--- src/rtl/motor_spin_ctrl.sv ---
// motor_spin_ctrl: start/run sequencer for the scan motor and its read-head decoder.
// Spins the motor up, qualifies speed lock from the averaged period, retries on stall/timeout.
module motor_spin_ctrl #(
    parameter logic [31:0] SPINUP_TIMEOUT = 32'd200_000_000,
    parameter logic [31:0] RETRY_WAIT     = 32'd50_000_000,
    parameter logic [3:0]  LOCK_REVS      = 4'd8,
    parameter logic [3:0]  UNLOCK_REVS    = 4'd2,
    parameter logic [3:0]  MAX_RETRY      = 4'd3,
    parameter int          TOL_SHIFT      = 5,
    parameter int          AVG_LAT        = 2
) (
    input  logic        i_clk,
    input  logic        i_rst,
    input  logic        i_start,
    input  logic        i_stop,
    input  logic        i_fault_clr,
    input  logic        i_real_zero_flag,
    input  logic        i_motor_block,
    input  logic [31:0] i_cycle_cnt,
    input  logic [31:0] i_target_cycle,
    output logic        o_motor_enable,
    output logic        o_motor_ready,
    output logic        o_motor_fault,
    output logic [2:0]  o_state,
    output logic [3:0]  o_retry_cnt
);

    // state  | meaning
    // IDLE   | motor off, waiting for start
    // SPINUP | motor on, waiting for the first physical zero
    // LOCK   | counting consecutive in-tolerance revolutions
    // RUN    | speed locked, motor_ready high
    // RETRY  | motor off dwell before the next attempt
    // FAULT  | sticky fault, waiting for fault_clr
    typedef enum logic [2:0] {
        ST_IDLE   = 3'd0,
        ST_SPINUP = 3'd1,
        ST_LOCK   = 3'd2,
        ST_RUN    = 3'd3,
        ST_RETRY  = 3'd4,
        ST_FAULT  = 3'd5
    } state_t;

    state_t             r_state;
    state_t             w_state_nxt;
    logic [3:0]         r_retry_cnt;
    logic [3:0]         w_retry_nxt;
    logic [3:0]         r_lock_cnt;
    logic [3:0]         w_lock_nxt;
    logic [3:0]         r_miss_cnt;
    logic [3:0]         w_miss_nxt;
    logic [31:0]        r_att_tmr;
    logic [31:0]        w_att_nxt;
    logic [31:0]        r_wait_tmr;
    logic [31:0]        w_wait_nxt;
    logic [AVG_LAT-1:0] r_zf_dly;
    logic               r_motor_enable;
    logic               r_motor_ready;
    logic               r_motor_fault;
    logic               w_chk;
    logic               w_good;
    logic               w_fail_evt;
    logic [32:0]        w_err;
    logic [32:0]        w_tol;
    logic [4:0]         w_lock_inc;
    logic [4:0]         w_miss_inc;

    assign w_chk      = r_zf_dly[AVG_LAT-1];
    assign w_err      = (i_cycle_cnt >= i_target_cycle) ?
                        ({1'b0, i_cycle_cnt} - {1'b0, i_target_cycle}) :
                        ({1'b0, i_target_cycle} - {1'b0, i_cycle_cnt});
    assign w_tol      = {1'b0, i_target_cycle >> TOL_SHIFT};
    assign w_good     = (w_err <= w_tol);
    assign w_lock_inc = {1'b0, r_lock_cnt} + 5'd1;
    assign w_miss_inc = {1'b0, r_miss_cnt} + 5'd1;

    // Attempt timer is a down-counter: loaded on SPINUP entry, expired at zero.
    always_comb begin
        w_fail_evt = 1'b0;
        case (r_state)
            ST_SPINUP, ST_LOCK: w_fail_evt = i_motor_block | (r_att_tmr == 32'd0);
            ST_RUN:             w_fail_evt = i_motor_block;
            default:            w_fail_evt = 1'b0;
        endcase
    end

    always_comb begin
        w_state_nxt = r_state;
        w_retry_nxt = r_retry_cnt;
        w_lock_nxt  = r_lock_cnt;
        w_miss_nxt  = r_miss_cnt;
        w_wait_nxt  = r_wait_tmr;
        w_att_nxt   = r_att_tmr;
        if ((r_state == ST_SPINUP || r_state == ST_LOCK) && r_att_tmr != 32'd0)
            w_att_nxt = r_att_tmr - 32'd1;

        if (i_stop) begin
            w_state_nxt = ST_IDLE;
            w_retry_nxt = 4'd0;
            w_lock_nxt  = 4'd0;
            w_miss_nxt  = 4'd0;
        end else if (w_fail_evt) begin
            if (r_retry_cnt < MAX_RETRY) begin
                w_state_nxt = ST_RETRY;
                w_retry_nxt = r_retry_cnt + 4'd1;
                w_wait_nxt  = RETRY_WAIT - 32'd1;
            end else begin
                w_state_nxt = ST_FAULT;
            end
        end else begin
            case (r_state)
                ST_IDLE: begin
                    if (i_start) begin
                        w_state_nxt = ST_SPINUP;
                        w_retry_nxt = 4'd0;
                        w_att_nxt   = SPINUP_TIMEOUT - 32'd1;
                    end
                end
                ST_SPINUP: begin
                    if (i_real_zero_flag) begin
                        w_state_nxt = ST_LOCK;
                        w_lock_nxt  = 4'd0;
                    end
                end
                ST_LOCK: begin
                    if (w_chk) begin
                        if (w_good) begin
                            w_lock_nxt = (r_lock_cnt == 4'hF) ? 4'hF : w_lock_inc[3:0];
                            if (w_lock_inc >= {1'b0, LOCK_REVS}) begin
                                w_state_nxt = ST_RUN;
                                w_retry_nxt = 4'd0;
                                w_miss_nxt  = 4'd0;
                            end
                        end else begin
                            w_lock_nxt = 4'd0;
                        end
                    end
                end
                ST_RUN: begin
                    if (w_chk) begin
                        if (w_good) begin
                            w_miss_nxt = 4'd0;
                        end else if (w_miss_inc >= {1'b0, UNLOCK_REVS}) begin
                            w_state_nxt = ST_LOCK;
                            w_lock_nxt  = 4'd0;
                            w_miss_nxt  = 4'd0;
                        end else begin
                            w_miss_nxt = (r_miss_cnt == 4'hF) ? 4'hF : w_miss_inc[3:0];
                        end
                    end
                end
                ST_RETRY: begin
                    if (r_wait_tmr == 32'd0) begin
                        w_state_nxt = ST_SPINUP;
                        w_att_nxt   = SPINUP_TIMEOUT - 32'd1;
                    end else begin
                        w_wait_nxt = r_wait_tmr - 32'd1;
                    end
                end
                ST_FAULT: begin
                    if (i_fault_clr) begin
                        w_state_nxt = ST_IDLE;
                        w_retry_nxt = 4'd0;
                    end
                end
                default: w_state_nxt = ST_IDLE;
            endcase
        end
    end

    always_ff @(posedge i_clk) begin
        if (i_rst) begin
            r_state        <= ST_IDLE;
            r_retry_cnt    <= 4'd0;
            r_lock_cnt     <= 4'd0;
            r_miss_cnt     <= 4'd0;
            r_att_tmr      <= 32'd0;
            r_wait_tmr     <= 32'd0;
            r_zf_dly       <= '0;
            r_motor_enable <= 1'b0;
            r_motor_ready  <= 1'b0;
            r_motor_fault  <= 1'b0;
        end else begin
            r_state        <= w_state_nxt;
            r_retry_cnt    <= w_retry_nxt;
            r_lock_cnt     <= w_lock_nxt;
            r_miss_cnt     <= w_miss_nxt;
            r_att_tmr      <= w_att_nxt;
            r_wait_tmr     <= w_wait_nxt;
            r_zf_dly       <= (r_zf_dly << 1) | AVG_LAT'(i_real_zero_flag);
            r_motor_enable <= (w_state_nxt == ST_SPINUP) || (w_state_nxt == ST_LOCK) ||
                              (w_state_nxt == ST_RUN);
            r_motor_ready  <= (w_state_nxt == ST_RUN);
            r_motor_fault  <= (w_state_nxt == ST_FAULT);
        end
    end

    assign o_motor_enable = r_motor_enable;
    assign o_motor_ready  = r_motor_ready;
    assign o_motor_fault  = r_motor_fault;
    assign o_state        = r_state;
    assign o_retry_cnt    = r_retry_cnt;

endmodule
--- config.mk ---
export PLATFORM = sky130hd
export DESIGN_NAME = motor_spin_ctrl
export DESIGN_NICKNAME = d
export VERILOG_FILES = /design/src/rtl/motor_spin_ctrl.sv
export SDC_FILE = /design/constraint.sdc
export NUM_CORES = 1
export LEC_CHECK = 0
export CAP_MARGIN = 0
export CORE_MARGIN = 10
export CORE_UTILIZATION = 43
export DETAILED_ROUTE_END_ITERATION = 8
export SLEW_MARGIN = 25
export SYNTH_ARGS = -nofsm -noshare
export SYNTH_HDL_FRONTEND = slang
export SYNTH_SLANG_ARGS = --single-unit
--- constraint.sdc ---
create_clock -name i_clk -period 11.1 [get_ports i_clk]
set_input_delay 2.22 -clock i_clk [delete_from_list [all_inputs] [get_ports i_clk]]
set_output_delay 2.22 -clock i_clk [all_outputs]
set_load 0.01 [all_outputs]
After elaboration in Yosys (flattened, before gate mapping)
Index checks and enable logic that the tools add are counted.
{ "op_classes": {"order_cmp": 5, "n_eq_ne": 25, "n_bitwise": 4, "n_reduce_logical": 18, "n_mux": 47, "add_sub_neg": 7} }
{ "ops": {"columns": ["op", "n"], "rows": [
  ["2-to-1 mux 32 bit", 9],
  ["2-to-1 mux 4 bit", 18],
  ["subtractor 32 x 32 -> 33 bit", 2],
  ["logical NOT 32 bit", 2],
  ["one-hot mux 32 bit (2 select lines)", 1],
  ["subtractor 32 x 1 -> 32 bit, second input constant", 2],
  ["2-to-1 mux 3 bit", 12],
  ["<= comparator 33 x 27 -> 1 bit", 1],
  ["2-to-1 mux 33 bit", 1],
  ["greater-or-equal comparator 32 bit", 1],
  ["nonzero test 32 bit", 1],
  ["one-hot mux 4 bit (3 select lines)", 2],
  ["one-hot mux 3 bit (6 select lines)", 1],
  ["!= test 2 bit, second input constant", 7],
  ["AND reduction 7 bit", 2],
  ["== test 3 x 2 -> 1 bit, second input constant", 4],
  ["!= test 3 bit, second input constant", 4],
  ["adder 4 x 1 -> 5 bit, second input constant", 2],
  ["== test 3 bit, second input constant", 3],
  ["== test 4 bit, second input constant", 2],
  ["one-hot mux 4 bit (2 select lines)", 1],
  ["== test 3 x 1 -> 1 bit, second input constant", 2],
  ["AND reduction 6 bit", 1],
  ["greater-or-equal comparator 5 x 2 -> 1 bit, second input constant", 1],
  ["other kinds (18)", 24]
]} }
{ "totals": {"out_inout_bits": 10, "ff_bits": 84, "input_bits": 71} }

Logic depth before layout (Yosys ltp)
Gate-level depths: netlist of run 1.
{ "depth": {"ltp_word": 11, "depth_mapped": 24} }

Worst setup path before layout of run 1
No wires, ideal clock.
{ "synth_path": {"kind": "input port to flip-flop", "startpoint": "input port i_cycle_cnt[18]", "endpoint": "register r_retry_cnt[1], in the netlist o_retry_cnt[1]", "t_arrival_ns": 7.335, "n_path_buf": 4, "stages": 23, "setup_slack_ns": 3.643, "t_required_ns": 10.978, "setup_time_ns": 0.122, "path_cell_list": "inv_1 ha_1 clkbuf_1 nand4_1 or3_1 nor3_1 nand3_1 nand3b_1 buf_2 clkbuf_1 buf_1 a31oi_1 xor2_1 ha_1 a21o_1 a21o_1 a21oi_1 o211ai_1 a2111oi_0 a21oi_1 a2111oi_2 a41o_1 o22ai_1"} }
{ "synth_via": {"elab_chain_len": 5} }
{ "synth_rtl": {"columns": ["element", "line", "rtl"], "rows": [
  ["start: declaration", "19", "input logic [31:0] i_cycle_cnt,"],
  ["subtractor 32 x 32 -> 33 bit (tied with other cells)", "71", "({1'b0, i_target_cycle} - {1'b0, i_cycle_cnt});"],
  ["2-to-1 mux 33 bit *", "69", "assign w_err = (i_cycle_cnt >= i_target_cycle) ?"],
  ["<= comparator 33 x 27 -> 1 bit *", "73", "assign w_good = (w_err <= w_tol);"],
  ["!= test 3 bit (no line) *", null, null],
  ["AND reduction 7 bit (no line) *", null, null],
  ["end signal: assignment", "185", "r_retry_cnt <= w_retry_nxt;"],
  ["end: declaration", "46", "logic [3:0] r_retry_cnt;"]
]} }
Every way passes the cells marked *; elsewhere a longest branch is shown, timed or not.
A chain may end at the register's enable or synchronous reset.

Worst setup path in the final report of run 1
{ "layout_path": {"startpoint": "input port i_cycle_cnt[23]", "endpoint": "register r_retry_cnt[1], in the netlist o_retry_cnt[1]"} }
The elaborated chain is that of the path after synthesis.

==> results of run 1 <==
## cell usage after synthesis (3+ instances only)
cell type	number	share of area, %
or4_1	8	0.72
nand2_1	98	4.4
nand3_1	18	1.1
a221oi_1	6	0.63
clkbuf_1	49	2.2
a21boi_0	5	0.45
or2_2	4	0.30
o211ai_1	12	1.1
nor2_1	127	5.7
o22ai_1	9	0.67
a21oi_1	138	8.3
o221ai_1	4	0.42
mux2i_1	4	0.48
nor4_1	11	0.82
nor2b_1	5	0.37
nor4_4	3	0.76
a21o_1	27	2.4
nand4_1	26	1.9
inv_1	88	4.0
a311oi_1	3	0.31
buf_1	3	0.13
o21a_1	11	0.99
xor2_1	31	3.3
nand2b_1	18	1.3
ha_1	99	15
o21ai_0	57	3.4
a2111oi_0	4	0.42
a31oi_1	15	1.1
o311a_1	3	0.36
dfxtp_1	84	20
xnor2_1	54	5.7
o21bai_1	8	0.72
o31ai_1	8	0.72
nand3b_1	7	0.63
nor3_1	40	2.4
and3_1	3	0.22
or3_1	17	1.3
a211oi_1	10	0.90
## routing by layer
| layer | up-vias | share of wire, % |
|---|---|---|
| li1 | 4156 | - |
| met1 | 3764 | 49 |
| met2 | 271 | 44 |
| met3 | 21 | 5.9 |
| met4 | 0 | 1.1 |
| met5 | - | 0 |
## final cells by class
class / instances / share of cell area (%)
clock buffer: 12 / 2.57
tap: 260 / 3.39
clock inverter: 2 / 0.625
sequential: 84 / 17.5
inverter: 88 / 3.44
timing repair buffer: 84 / 8.65
multi-input combinational: 925 / 63.8
## state kept, by name, indices dropped and copies added, names as in the netlist, 2 cells and up
name and flops:
r_zf_dly 2, r_wait_tmr 32, o_state 3, o_retry_cnt 4
r_lock_cnt 4, r_att_tmr 32, r_miss_cnt 4
## worst max path at each step
stage | start | to | cells after the start
after floorplan | i_cycle_cnt[18] | o_retry_cnt[1] | 23
after global placement | i_cycle_cnt[23] | o_motor_fault | 21
after detailed placement | i_cycle_cnt[23] | o_motor_fault | 21
after CTS | i_cycle_cnt[23] | o_motor_fault | 21
after global routing | i_cycle_cnt[23] | r_lock_cnt[1] | 21
final | i_cycle_cnt[23] | o_retry_cnt[1] | 21
## cells in the final DEF (no fill, tap or decap), drive strengths merged, types with 14 or more instances in the layout
cell / netlist / layout
inv: 88 / 88
a21oi: 138 / 138
a31oi: 15 / 15
xor2: 31 / 31
o21ai: 57 / 57
nand2: 98 / 98
dfxtp: 84 / 84
nor2: 128 / 128
xnor2: 54 / 54
nand2b: 18 / 18
nand3: 18 / 18
or3: 17 / 17
nor3: 42 / 42
nor4: 14 / 14
ha: 99 / 99
a21o: 27 / 27
nand4: 26 / 26
clkdlybuf4s50: 0 / 80
## power groups by stage
stage / clock (mW) / sequential, mW / combinational [mW]
5_1_grt: 0.334 / 0.335 / 0.495
6_report: 0.312 / 0.333 / 0.446
3_3_place_gp: 0 / 0.339 / 0.437
2_1_floorplan: 0 / 0.335 / 0.313
3_5_place_dp: 0 / 0.339 / 0.437
4_1_cts: 0.320 / 0.333 / 0.439
## per-stage QoR
step,utilization (%),cells,hold slack [ns]
finish,50.9,1455,0.438
detailed placement,49.2,1441,0.424
CTS,50.8,1455,0.438
global route,50.9,1455,0.464
floorplan,-,1153,0.414
global placement,49.2,1441,0.421
## critical path, delay by kind of cell
family / cells / cell delay (ns)
adders and majority gates: 2 / 0.81
and+or+nand+nor: 6 / 2.23
buffers and inverters: 2 / 0.53
AOI/OAI and AO/OA: 10 / 3.12
xor gates and xnor gates: 1 / 0.18
## cells by family after synthesis
logic type	count (synthesis)	synth area share, %
multiplexers	6	0.749
AO/OA/AOI/OAI	338	25.3
flip-flops	84	20.1
AND/OR/NAND/NOR	395	23.0
buffers and inverters	144	6.64
adder cells (fa/ha/maj)	101	15.3
XOR/XNOR	85	8.91
==> results.json, run 1 <==
{
  "syn_inst": 1153,
  "comb_power_share_pct": 40.9,
  "p_clk_share_pct": 28.6,
  "total_power_mw": 1.09,
  "start_util_pct": 44.2,
  "synth_edf_count": 0,
  "dieHeight_um": 159,
  "nFillCells": 1957,
  "met1_usage_pct": 25.4,
  "grt_first_pass_wirelength_mm": 39.5,
  "synthArstFlopShare_pct": 0,
  "gr-max-usage-layer": "met2",
  "vias_per_cell": 5.64,
  "io_pins": 81,
  "cts_setup_buffers": 0,
  "vias": 8212,
  "drive_gt1_share_pct": 3.10,
  "ff2ff_setup_slack_ns": 6.99,
  "layout_min_cycle_time_ns": 8.89,
  "cp_slowest_cell": "o31ai_1",
  "place_ws_ns": 1.67,
  "dieArea_um2": 25400,
  "netlist_area_um2": 8350,
  "cp-start-kind": "primary input",
  "worst_skew_pair.late_latency_ns": 0.33,
  "multiInputGateArea_um2": 6130,
  "cts_max_level": 3,
  "arrival_ns": 9.10,
  "clockBufferDepth": 2,
  "fp-row-count": 50,
  "hold_violations": 0,
  "placed_area_um2": 9290,
  "r2r_end": "r_wait_tmr[27]",
  "ys.flop_type": "dfxtp_1",
  "hold_depth": 1,
  "drtAntennaViolNets": 0,
  "synth_area_per_cell_um2": 7.24,
  "cts-resized-gates": 0,
  "overflow": 0,
  "end_kind": "flip-flop",
  "irDropWorstVdd_mv": 0.0856,
  "clkTransAtPathRegs_ns": 0.06,
  "rsz0062_at_grt": "no",
  "finalNetCount": 1364,
  "maxSlewViolCount": 0,
  "cts_buffers": 9,
  "yosysWarnings": 0,
  "cp_max_fo": 20,
  "diodes": 0,
  "finalClockSkew_ns": 0.00491,
  "wl_per_cell_um": 16.6,
  "cts_sinks": 84,
  "cts-root-buf": "clkbuf_16",
  "routed_wl_mm": 24.1,
  "cts_tree": "done",
  "min_from": "r_zf_dly[0]",
  "worst_r2r_path_depth": 10,
  "syn_to_final_growth_pct": 15.0,
  "dr.pass1.iters": 6,
  "seq_area_frac_synth_pct": 20.1,
  "grt_max_degree": 45,
  "switching_power_mw": 0.392,
  "ys_ff_latch": 84,
  "leakagePower_nw": 3.97,
  "relSlewSlack_pct": 43.6,
  "gp_congestion": 0.947,
  "yosysUniqueCellTypes": 67,
  "critPathRequiredTime_ns": 11.31,
  "p_int_mw": 0.699,
  "max_freq_mhz": 112,
  "final_cell_area_um2": 9610,
  "r2r-start": "r_att_tmr[26]",
  "dp_hpwl_mm": 19.5,
  "worstPathCellList": "clkdlybuf4s50_1 > inv_1 > ha_1 > nand2_1 > or3_1 > nor3_1 > nand3_1 > nand3b_1 > nor2_1 > a31o_2 > o31ai_1 > xor2_1 > ha_1 > a21o_1 > a21oi_1 > o211ai_1 > a2111oi_0 > a21oi_1 > a2111oi_4 > a41o_1 > o22ai_1",
  "p_seq_share_pct": 30.5,
  "cp_slowest_stage_delay_ns": 0.68,
  "antenna_found_initial": 1,
  "grt.met2_usage_pct": 28.9,
  "first_global_vias": 7751,
  "portBuffers": 80,
  "syn_nets": 1325,
  "timing.final.ws_setup_ns": 2.21,
  "final-setup-viol-count": 0,
  "die_w_um": 159,
  "holdBufCountCts": 0,
  "hold_path_end": "r_zf_dly[1]",
  "drt_iter0_drc": 677,
  "powerDensity_nw_per_um2": 114,
  "core_um2": 18900,
  "drc": 0,
  "track_usage_pct": 18.2,
  "met3_usage_pct": 3.30,
  "maxCapViolCount": 0,
  "critPathKind": "primary input to flip-flop",
  "hold_path_class": "flip-flop to flip-flop",
  "swShare_pct": 35.9,
  "min_period_over_period_pct": 80.1,
  "seq_area_um2": 1680,
  "tns_ns": 0,
  "outcome": "completed",
  "tightest_slew_ns": 0.843
}
(Power assumes the default switching activity.)
==> run 2, diff against run 1 <==
- PLACE_DENSITY: default -> 0.65
- clock period: 11.1 -> 7.2 ns (I/O delays scaled with it)
==> results.json, run 2 (synthesized netlist as in run 1, its figures left out) <==
{
  "outcome": "completed",
  "drc": 0,
  "finalClockSkew_ns": 0.00641,
  "tightest_slew_ns": 0.828,
  "powerDensity_nw_per_um2": 168,
  "total_power_mw": 1.67,
  "max_freq_mhz": 148,
  "drt_iter0_drc": 705,
  "layout_min_cycle_time_ns": 6.75,
  "holdBufCountCts": 0,
  "grt_max_degree": 45,
  "arrival_ns": 6.95,
  "dieArea_um2": 25400,
  "leakagePower_nw": 4.19,
  "cts_sinks": 84,
  "critPathRequiredTime_ns": 7.40,
  "cts_tree": "done",
  "diodes": 0,
  "relSlewSlack_pct": 44.0,
  "cts_max_level": 3,
  "track_usage_pct": 18.5,
  "min_period_over_period_pct": 93.8,
  "first_global_vias": 7886,
  "dr.pass1.iters": 8,
  "tns_ns": 0,
  "vias": 8508,
  "irDropWorstVdd_mv": 0.168,
  "core_um2": 18900,
  "gp_congestion": 0.994,
  "maxSlewViolCount": 0,
  "vias_per_cell": 5.66,
  "most-common-layout-cells": "a21oi_1 (138), nor2_1 (127), nand2_1 (98)",
  "reg_top3": "r_att_tmr (32), r_wait_tmr (32)",
  "grt_first_pass_wirelength_mm": 40.0,
  "fp-row-count": 50,
  "routed_wl_mm": 24.7,
  "syn_to_final_growth_pct": 19.0,
  "nFillCells": 1891,
  "drive_gt1_share_pct": 7.33,
  "drtAntennaViolNets": 0,
  "wl_per_cell_um": 16.4,
  "portBuffers": 80,
  "cts_buffers": 9,
  "clkTransAtPathRegs_ns": 0.05,
  "hold_violations": 0,
  "final-setup-viol-count": 0,
  "final_common_cell": "a21oi_1",
  "io_pins": 81,
  "cp-start-kind": "primary input",
  "ff2ff_setup_slack_ns": 3.12,
  "rsz0062_at_grt": "no",
  "dp_hpwl_mm": 20.1,
  "cts-root-buf": "clkbuf_16",
  "worst_skew_pair.late_latency_ns": 0.33,
  "antenna_found_initial": 0,
  "dieHeight_um": 159,
  "start_util_pct": 44.2,
  "overflow": 0,
  "hold_path_class": "flip-flop to flip-flop",
  "maxCapViolCount": 0,
  "die_w_um": 159,
  "cp_max_fo": 12,
  "end_kind": "flip-flop",
  "critPathKind": "primary input to flip-flop",
  "finalNetCount": 1411,
  "clockBufferDepth": 2
}
==> run 2: cell count changes in the layout (fill, tap and decap cells not counted), sizes merged <==
| cell | change |
|---|---|
| buf | +47 |
| bufinv | -2 |
| clkinv | +2 |
==> run 2: area by class of cell <==
class                   instances  area [um2]  area share, %
inverters                      88         330           3.32
multi-input cells             925        6150           61.8
flip-flops and latches         84        1680           16.9
repair buffers                131        1180           11.9
well taps                     260         325           3.27
clock inverters                 2        10.0          0.101
clock buffers                  12         267           2.68
==> run 2: worst paths after layout <==
path                    endpoint             from  cells after the start
hold / removal       r_zf_dly[1]      r_zf_dly[0]                      1
setup / recovery  o_retry_cnt[1]  i_cycle_cnt[28]                     26
hold reg to reg      r_zf_dly[1]      r_zf_dly[0]                      1
setup reg to reg  r_wait_tmr[27]    r_att_tmr[26]                     10
==> run 2: through the flow <==
| stage | worst slack (ns) | hold WS [ns] | area, um2 | util (%) | cells |
|---|---|---|---|---|---|
| global route | 0.000109 | 0.475 | 9940 | 52.6 | 1502 |
| floorplan | 0.523 | 0.414 | 8350 | - | 1153 |
| detailed placement | -0.0117 | 0.432 | 9610 | 50.8 | 1483 |
| global placement | -0.0631 | 0.428 | 9610 | 50.8 | 1483 |
| CTS | 0.327 | 0.445 | 9880 | 52.3 | 1497 |
| finish | 0.448 | 0.438 | 9940 | 52.6 | 1502 |
==> run 2: critical path: stages <==
cell	delay, ns
clkdlybuf4s50_1	0.49
inv_1	0.05
ha_1	0.34
buf_4	0.18
nand4_1	0.13
nor4_2	0.34
buf_4	0.17
o21ai_0	0.08
a31oi_1	0.24
nand3b_1	0.23
buf_4	0.18
buf_4	0.18
nor2_1	0.07
a221oi_1	0.29
buf_4	0.19
o22ai_1	0.08
xnor2_1	0.17
ha_1	0.22
a211oi_1	0.25
o211ai_1	0.20
a2111oi_2	0.36
a21oi_1	0.16
a2111oi_2	0.35
buf_4	0.22
a41o_1	0.24
o22ai_1	0.10
==> run 2: timing repair <==
action / in CTS / in global routing
buffers inserted: 0 / 5
endpoints found under the setup margin: 0 / 16
gates resized for setup: 0 / 6
==> run 2: power by group <==
part / internal, mW / switching [mW] / total [mW]
sequential: 0.489 / 0.0238 / 0.513
clock: 0.257 / 0.171 / 0.428
combinational: 0.312 / 0.417 / 0.729
==> run 2: routing by layer <==
metal / share of wire, % / GRT usage (%) / up-vias
li1: - / - / 4250
met1: 47 / 25.8 / 3880
met2: 43 / 28.1 / 337
met3: 7.8 / 4.31 / 41
met4: 1.8 / 4.21 / 0
met5: 0 / 0 / -
